`src/rtl/fetch_stage_pkg.sv`:
```
// rtl/fetch_stage_pkg.sv - shared opcodes, bubble encoding and fetch state for the 16-bit pipeline
package fetch_stage_pkg;

  localparam logic [4:0] OP_HALT = 5'b00000;
  localparam logic [4:0] OP_NOP  = 5'b00001;
  localparam logic [4:0] OP_BEQZ = 5'b01000;
  localparam logic [4:0] OP_BNEZ = 5'b01001;
  localparam logic [4:0] OP_BLTZ = 5'b01010;
  localparam logic [4:0] OP_BGEZ = 5'b01011;
  localparam logic [4:0] OP_J    = 5'b01100;
  localparam logic [4:0] OP_JR   = 5'b01101;
  localparam logic [4:0] OP_JAL  = 5'b01110;
  localparam logic [4:0] OP_JALR = 5'b01111;

  localparam logic [15:0] NOP_INSTR = 16'h0800;

  typedef enum logic [0:0] {
    ST_RUN    = 1'b0,
    ST_HALTED = 1'b1
  } fetch_state_t;

  typedef struct packed {
    logic [15:0] instr;
    logic [15:0] pc2;
    logic        valid;
  } if_id_t;

  function automatic logic is_halt(input logic [15:0] instr);
    return instr[15:11] == OP_HALT;
  endfunction

endpackage

```
`src/rtl/if_id_reg.sv`:
```
// rtl/if_id_reg.sv - IF/ID pipeline register; flush loads a bubble, hold keeps contents
module if_id_reg
  import fetch_stage_pkg::*;
#(
  parameter logic [15:0] NOP = NOP_INSTR
) (
  input  logic   clk,
  input  logic   rst,
  input  logic   hold,
  input  logic   flush,
  input  if_id_t d,
  output if_id_t q
);

  localparam if_id_t BUBBLE = '{instr: NOP, pc2: 16'h0000, valid: 1'b0};

  // flush outranks hold so a squash never gets stuck behind a stall
  always_ff @(posedge clk or posedge rst) begin
    if (rst) begin
      q <= BUBBLE;
    end else if (flush) begin
      q <= BUBBLE;
    end else if (!hold) begin
      q <= d;
    end
  end

endmodule

```
`src/rtl/fetch_stage.sv`:
```
// rtl/fetch_stage.sv - PC, fetch FSM, redirect/bubble injection and bubble counter
module fetch_stage
  import fetch_stage_pkg::*;
#(
  parameter logic [15:0] RESET_PC  = 16'h0000,
  parameter logic [15:0] NOP_INSTR = 16'h0800,
  parameter int          CNT_W     = 16
) (
  input  logic             clk,
  input  logic             rst,
  output logic [15:0]      imem_addr,
  input  logic [15:0]      imem_data,
  input  logic             imem_stall,
  input  logic             control_hazard,
  input  logic             stall_decode,
  input  logic             redirect_valid,
  input  logic [15:0]      redirect_target,
  output logic [15:0]      instr_decode,
  output logic [15:0]      pc2_decode,
  output logic             valid_decode,
  output logic             halted,
  output logic [CNT_W-1:0] bubble_count
);

  fetch_state_t state, next_state;
  logic [15:0]  pc, pc_next, pc_plus2;
  logic         flush, hold;
  if_id_t       if_id_d, if_id_q;

  assign pc_plus2  = pc + 16'd2;
  assign imem_addr = pc;

  always_ff @(posedge clk or posedge rst) begin
    if (rst) state <= ST_RUN;
    else     state <= next_state;
  end

  always_comb begin
    next_state = state;
    if (redirect_valid) begin
      next_state = ST_RUN;
    end else if (state == ST_RUN && !stall_decode && !control_hazard &&
                 !imem_stall && is_halt(imem_data)) begin
      next_state = ST_HALTED;
    end
  end

  // priority: redirect > stall_decode > control_hazard > imem_stall > fetch
  always_comb begin
    pc_next = pc;
    flush   = 1'b0;
    hold    = 1'b0;
    halted  = (state == ST_HALTED);
    if (redirect_valid) begin
      pc_next = redirect_target & 16'hFFFE;
      flush   = 1'b1;
    end else if (stall_decode) begin
      hold = 1'b1;
    end else if (state == ST_HALTED || control_hazard || imem_stall) begin
      flush = 1'b1;
    end else if (!is_halt(imem_data)) begin
      pc_next = pc_plus2;
    end
  end

  always_ff @(posedge clk or posedge rst) begin
    if (rst) pc <= RESET_PC;
    else     pc <= pc_next;
  end

  always_ff @(posedge clk or posedge rst) begin
    if (rst) begin
      bubble_count <= '0;
    end else if (flush && bubble_count != {CNT_W{1'b1}}) begin
      bubble_count <= bubble_count + 1'b1;
    end
  end

  assign if_id_d = '{instr: imem_data, pc2: pc_plus2, valid: 1'b1};

  if_id_reg #(.NOP(NOP_INSTR)) u_if_id (
    .clk   (clk),
    .rst   (rst),
    .hold  (hold),
    .flush (flush),
    .d     (if_id_d),
    .q     (if_id_q)
  );

  assign instr_decode = if_id_q.instr;
  assign pc2_decode   = if_id_q.pc2;
  assign valid_decode = if_id_q.valid;

endmodule
```
`config.mk`:
```
export PLATFORM = sky130hd
export DESIGN_NAME = fetch_stage
export DESIGN_NICKNAME = d
export VERILOG_FILES = /design/src/rtl/fetch_stage_pkg.sv /design/src/rtl/if_id_reg.sv /design/src/rtl/fetch_stage.sv
export SDC_FILE = /design/constraint.sdc
export NUM_CORES = 1
export LEC_CHECK = 0
export BUFFER_PORTS_ARGS = -buffer_cell sky130_fd_sc_hd__buf_4
export CAP_MARGIN = 30
export CORE_MARGIN = 4
export CORE_UTILIZATION = 45
export CTS_CLUSTER_DIAMETER = 50
export CTS_CLUSTER_SIZE = 14
export DETAILED_ROUTE_END_ITERATION = 8
export PLACE_DENSITY = 0.79
export SYNTH_ARGS = -nofsm -noshare
export SYNTH_HDL_FRONTEND = slang
export SYNTH_SLANG_ARGS = --single-unit
export TNS_END_PERCENT = 5
```
`constraint.sdc`:
```
create_clock -name clk -period 2.2 [get_ports clk]
set_input_delay 0.33 -clock clk [delete_from_list [all_inputs] [get_ports clk]]
set_output_delay 0.33 -clock clk [all_outputs]
set_load 0.03 [all_outputs]
```
=== Yosys cells after proc, flatten, opt, wreduce, memory -nomap -nowiden ===
Cells that the tools add are included.

* Bits in registers: 66

* Muxes and demuxes: 13
* Reductions and logical operators: 13
* Equality and inequality tests: 5
* Bitwise logic cells: 1
* Add/subtract/negate cells: 2

{| class="wikitable"
|+ Operators by type and width
! operator !! number
|-
| 33-bit 2-to-1 mux || 2
|-
| 16-bit 2-to-1 mux || 4
|-
| 16-bit by 1-bit adder with 16-bit output, second input constant || 1
|-
| 16-bit by 2-bit adder with 16-bit output, second input constant || 1
|-
| 16-bit != test, second input constant || 1
|-
| 1-bit 2-to-1 mux || 7
|-
| 2-bit != test, second input constant || 3
|-
| 1-bit logical AND || 5
|-
| 5-bit logical NOT || 1
|-
| 1-bit logical NOT || 3
|-
| 3-bit AND reduction || 1
|-
| 1-bit logical OR || 2
|-
| 2-bit by 1-bit != test with 1-bit output, second input constant || 1
|-
| 2-bit nonzero test || 1
|-
| 1-bit inverter || 1
|}

=== Depth between registers and ports, before layout ===
* Word-level depth: 7
* Depth in mapped cells: 6
* Depth with buffers taken out: 5

=== Modules after synthesis ===
Synthesis repeated with hierarchy kept, for this count alone.

* Cell total of the unflattened synthesis: 312
* Area total of the unflattened synthesis: 3293.2 µm²

{| class="wikitable"
|+ By module, submodules not included
! module !! times used !! area each (µm²) !! cells each
|-
| fetch_stage || 1 || 1916.8 || 204
|-
| if_id_reg || 1 || 1376.3 || 108
|}

=== Worst setup path before layout ===
Ideal clock, no wire load.

* Path kind: reg2reg
* From: register bubble_count[0]
* To: register bubble_count[1]
* Stages on the path, launching flop included: 7
* Data required time: 2075 ps
* Slack: 264 ps
* Clock period less this slack: 1936 ps
* Data arrival time: 1811 ps
* Cells stage by stage: dfrtp_1 > ha_1 > nand3_1 > or2_2 > clkbuf_1 > o21a_1 > mux2_2

* Cells in the longest elaborated chain, start to end: 2
* Elaborated cells on any way between the ends: 3

{| class="wikitable"
|+ RTL lines
! item !! line !! text
|-
| start: declaration || fetch_stage.sv:22 || <nowiki>output logic [CNT_W-1:0] bubble_count</nowiki>
|-
| start signal: assignment || fetch_stage.sv:75 || <nowiki>bubble_count <= bubble_count + 1'b1;</nowiki>
|-
| parallel branches: the longest is 2 deep, another holds 16-bit by 1-bit adder with 16-bit output || n/a ||
|}

Several ways; the timed one is not identified.
A chain may end at the register's enable or synchronous reset.

=== Worst setup path after layout ===
* From: register state (netlist: halted)
* To: register pc[3] (netlist: imem_addr[3])

* Cells in the longest elaborated chain, start to end: 4

{| class="wikitable"
|+ RTL lines
! item !! line !! text
|-
| start: declaration || fetch_stage.sv:25 || <nowiki>fetch_state_t state, next_state;</nowiki>
|-
| start signal: assignment || fetch_stage.sv:35 || <nowiki>else state <= next_state;</nowiki>
|-
| 1-bit logical OR (2 in a row) || fetch_stage.sv:59 || <nowiki>end else if (state == ST_HALTED || control_hazard || imem_stall) begin</nowiki>
|-
| 2-bit != test (no source line) || n/a ||
|-
| 3-bit AND reduction (no source line) || n/a ||
|-
| end signal: assignment || fetch_stage.sv:68 || <nowiki>else pc <= pc_next;</nowiki>
|-
| end: declaration || fetch_stage.sv:26 || <nowiki>logic [15:0] pc, pc_next, pc_plus2;</nowiki>
|}

Every way passes these cells.

==> run metrics <==
grt ovf=0; GR Util met2=between 30 and 40%; largest net degree at the start of global routing=33; clock transition at the registers of the reported paths=0.07 ns; FF+latch count, synth=between 60 and 70; Worst Path Buf+Inv=0; Worst Path Arrival=just over 2 ns; worst stage delay on the critical path=approximately 0.48 ns; sw frac=~32%; Post-Synthesis Cells=just under 300; gr busiest metal=met2; core area=6790 sq um; total internal power=2.20 mW; Clock Skew=between 0.01 and 0.015 ns; CP max-delay cell=o21a_1; final worst path period share=between 80% and 90%; CTS Sinks=between 60 and 70; die extent in x=roughly 91 um; number of buffers added on ports=slightly above 100; Post-route DRC=0; post-CTS sizing=0; Post-CTS Setup Bufs=0; CTS buffer count=9; Async SR Flop Fraction=100%; Post-Route WL=a little over 8000 um; CP top delay family=compound AO/OA/AOI/OAI gates; crit path launch type=flip-flop; total chip power=roughly 3.3 mW; Synth Warn #=0; Worst Path Required=2.42 ns; fin. max-slew vios=0; initial DRC count=~140; status=finished clean; commonest cells after routing, fill and taps aside=110 x buf_4, 64 x dfrtp_1, 28 x nand2_1; die area=approximately 8400 sq um; RD Place Congestion=between 0.8 and 0.9; wire per inst=16.6 um; first-pass GRT wire length=13800 um; n_diodes=0; root buffer cell=clkbuf_8; row cnt=30; FILL cells=about 580; Most used DFF post-synth=dfrtp_1; CTS tree=built; met1 Usage GRT=26.2%; crit path max fanout=11; Vias=2732; Worst-Margin Slew=slightly below 0.6 ns; LEAKAGE=1.98 nW; hpwl dp=roughly 6000 um; Slew headroom=60.2%; share of cells above drive strength 1=roughly 34%; hold_buf cts=0; PwrDens=slightly below 800 nW/um^2; vias per cell=between 5 and 6; clock power share=32.3%; net switching power=roughly 1.0 mW; hold violation total from the final report=0; syn_area_per_cell=10.6 sq um; most common cell after layout, fill and taps aside=buf_4; sequential share of the synthesized area=about half; synthesized area=approximately 3100 sq um; Synth Net Count=about 340; vias in the first global route=approximately 2800; Worst VDD drop=354 uV; synth unique cells=50; post-route ant nets=0; sequential cell fraction of total power=between 40% and 50%; Die Y=~91 um; initial antenna violation count=0; kind of critical path=flip-flop to flip-flop; max-cap check violation count=0; CP endpoint kind=flip-flop; nets@finish=around 440; # setup viols final=0; crit path cell chain=nor4_4 -> o21a_1 -> o22ai_1 -> a221o_1; RSZ-0062 raised after global routing=no; Initial Utilization=roughly 46%; gr usage total=roughly a fifth; setup TNS=0 ns; GRT met3 Usage=roughly 5.8%; fmax=approximately 550 MHz; Detailed Routing Iterations Pass 1=4; layout overhead on the synthesized area=34.2%; clk_lat worst skew=about 0.34 ns; IO Pins=about 100; H-Tree Depth=3; fin crit period=~1.8 ns; worst hold path type=input port to asynchronous set/reset pin; Logic pwr share=between 20 and 25%; Post-synth EDFFs=0; Clock Tree Buf Depth=2
-- area by class of cell --
cell class                 count  area (sq um)  area share [%]
sequential                    65          1630            38.7
tap                           96           120            2.86
timing repair buffer         110           826            19.6
multi-input combinational    208          1410            33.4
inverter                       5          18.8           0.446
clock inverter                 4          51.3            1.22
clock buffer                  12           155            3.69
-- layer usage --
metal  up-vias  part of all wire, %
met4         0                 0.84
li1       1290                    -
met2        94                   50
met5         -                    0
met3         9                  6.6
met1      1339                   43
-- path summary, 6_finish.rpt --
path                                                start                     endpoint  slack, ns  depth (start not counted)
max in group asynchronous                             rst           halted$_DFFE_PP0P_       1.43                          3
worst max-delay path                   halted$_DFFE_PP0P_     imem_addr[3]$_DFFE_PP0P_       0.38                          4
worst min-delay path                                  rst  bubble_count[7]$_DFFE_PP0P_       0.06                          2
worst min register to register  u_if_id.q[28]$_DFFE_PP1P_    u_if_id.q[28]$_DFFE_PP1P_       0.49                          2
worst max register to register         halted$_DFFE_PP0P_     imem_addr[3]$_DFFE_PP0P_       0.38                          4
min in group clk                       redirect_target[5]     imem_addr[5]$_DFFE_PP0P_       0.20                          3
-- cells by family after synthesis --
| logic type | after synthesis | synth area share (%) |
|---|---|---|
| and+or+nand+nor | 103 | 18.1 |
| AOI/OAI and AO/OA | 72 | 17.1 |
| muxes | 4 | 1.40 |
| buffers and inverters | 22 | 3.27 |
| xor gates and xnor gates | 26 | 7.27 |
| adders and majority gates | 2 | 0.798 |
| other | 1 | 0.120 |
| DFF | 65 | 51.9 |
-- cell usage after synthesis, types with 4 or more instances --
library cell	number	area [sq um]
and2_1	6	37.5
xnor2_1	20	175
nand3_1	12	60.1
inv_1	5	18.8
nor2_1	11	41.3
buf_2	4	20.0
nor3_1	5	25.0
a21oi_1	5	25.0
o21ai_0	18	90.1
xor2_1	6	52.6
o211ai_1	8	60.1
nand2_1	28	105
and3_1	10	62.6
nand4_1	9	56.3
a22o_1	15	131
o22ai_1	4	25.0
a221o_1	5	50.1
clkbuf_1	9	33.8
dfrtp_1	64	1600
-- through the flow --
step	std cells	util [%]	area [sq um]	setup WS, ns	hold slack (ns)
2_1_floorplan	295	-	3130	0.245	0.450
3_3_place_gp	484	58.9	4000	0.240	0.433
3_5_place_dp	484	58.9	4000	0.207	0.439
4_1_cts	500	61.9	4210	0.397	0.0672
5_1_grt	500	61.9	4210	0.312	0.0952
6_report	500	61.9	4210	0.382	0.0597
-- state kept, by name, indices dropped and copies added (netlist names) --
name	cells
halted	1
u_if_id.q	33
bubble_count	16
imem_addr	15
-- power groups by stage --
stage | combinational (mW) | sequential (mW) | clock (mW)
after floorplan | 0.258 | 1.64 | 0
after global placement | 0.742 | 1.46 | 0
after detailed placement | 0.760 | 1.46 | 0
after CTS | 0.768 | 1.44 | 1.07
after global routing | 0.815 | 1.47 | 1.13
final | 0.755 | 1.45 | 1.05
-- worst reg2reg max path, cell delays in order, from the launching register on --
cell	delay (ns)
dfrtp_1	0.44
nor4_4	0.31
o21a_1	0.48
o22ai_1	0.17
a221o_1	0.31
(Power assumes the default switching activity.)
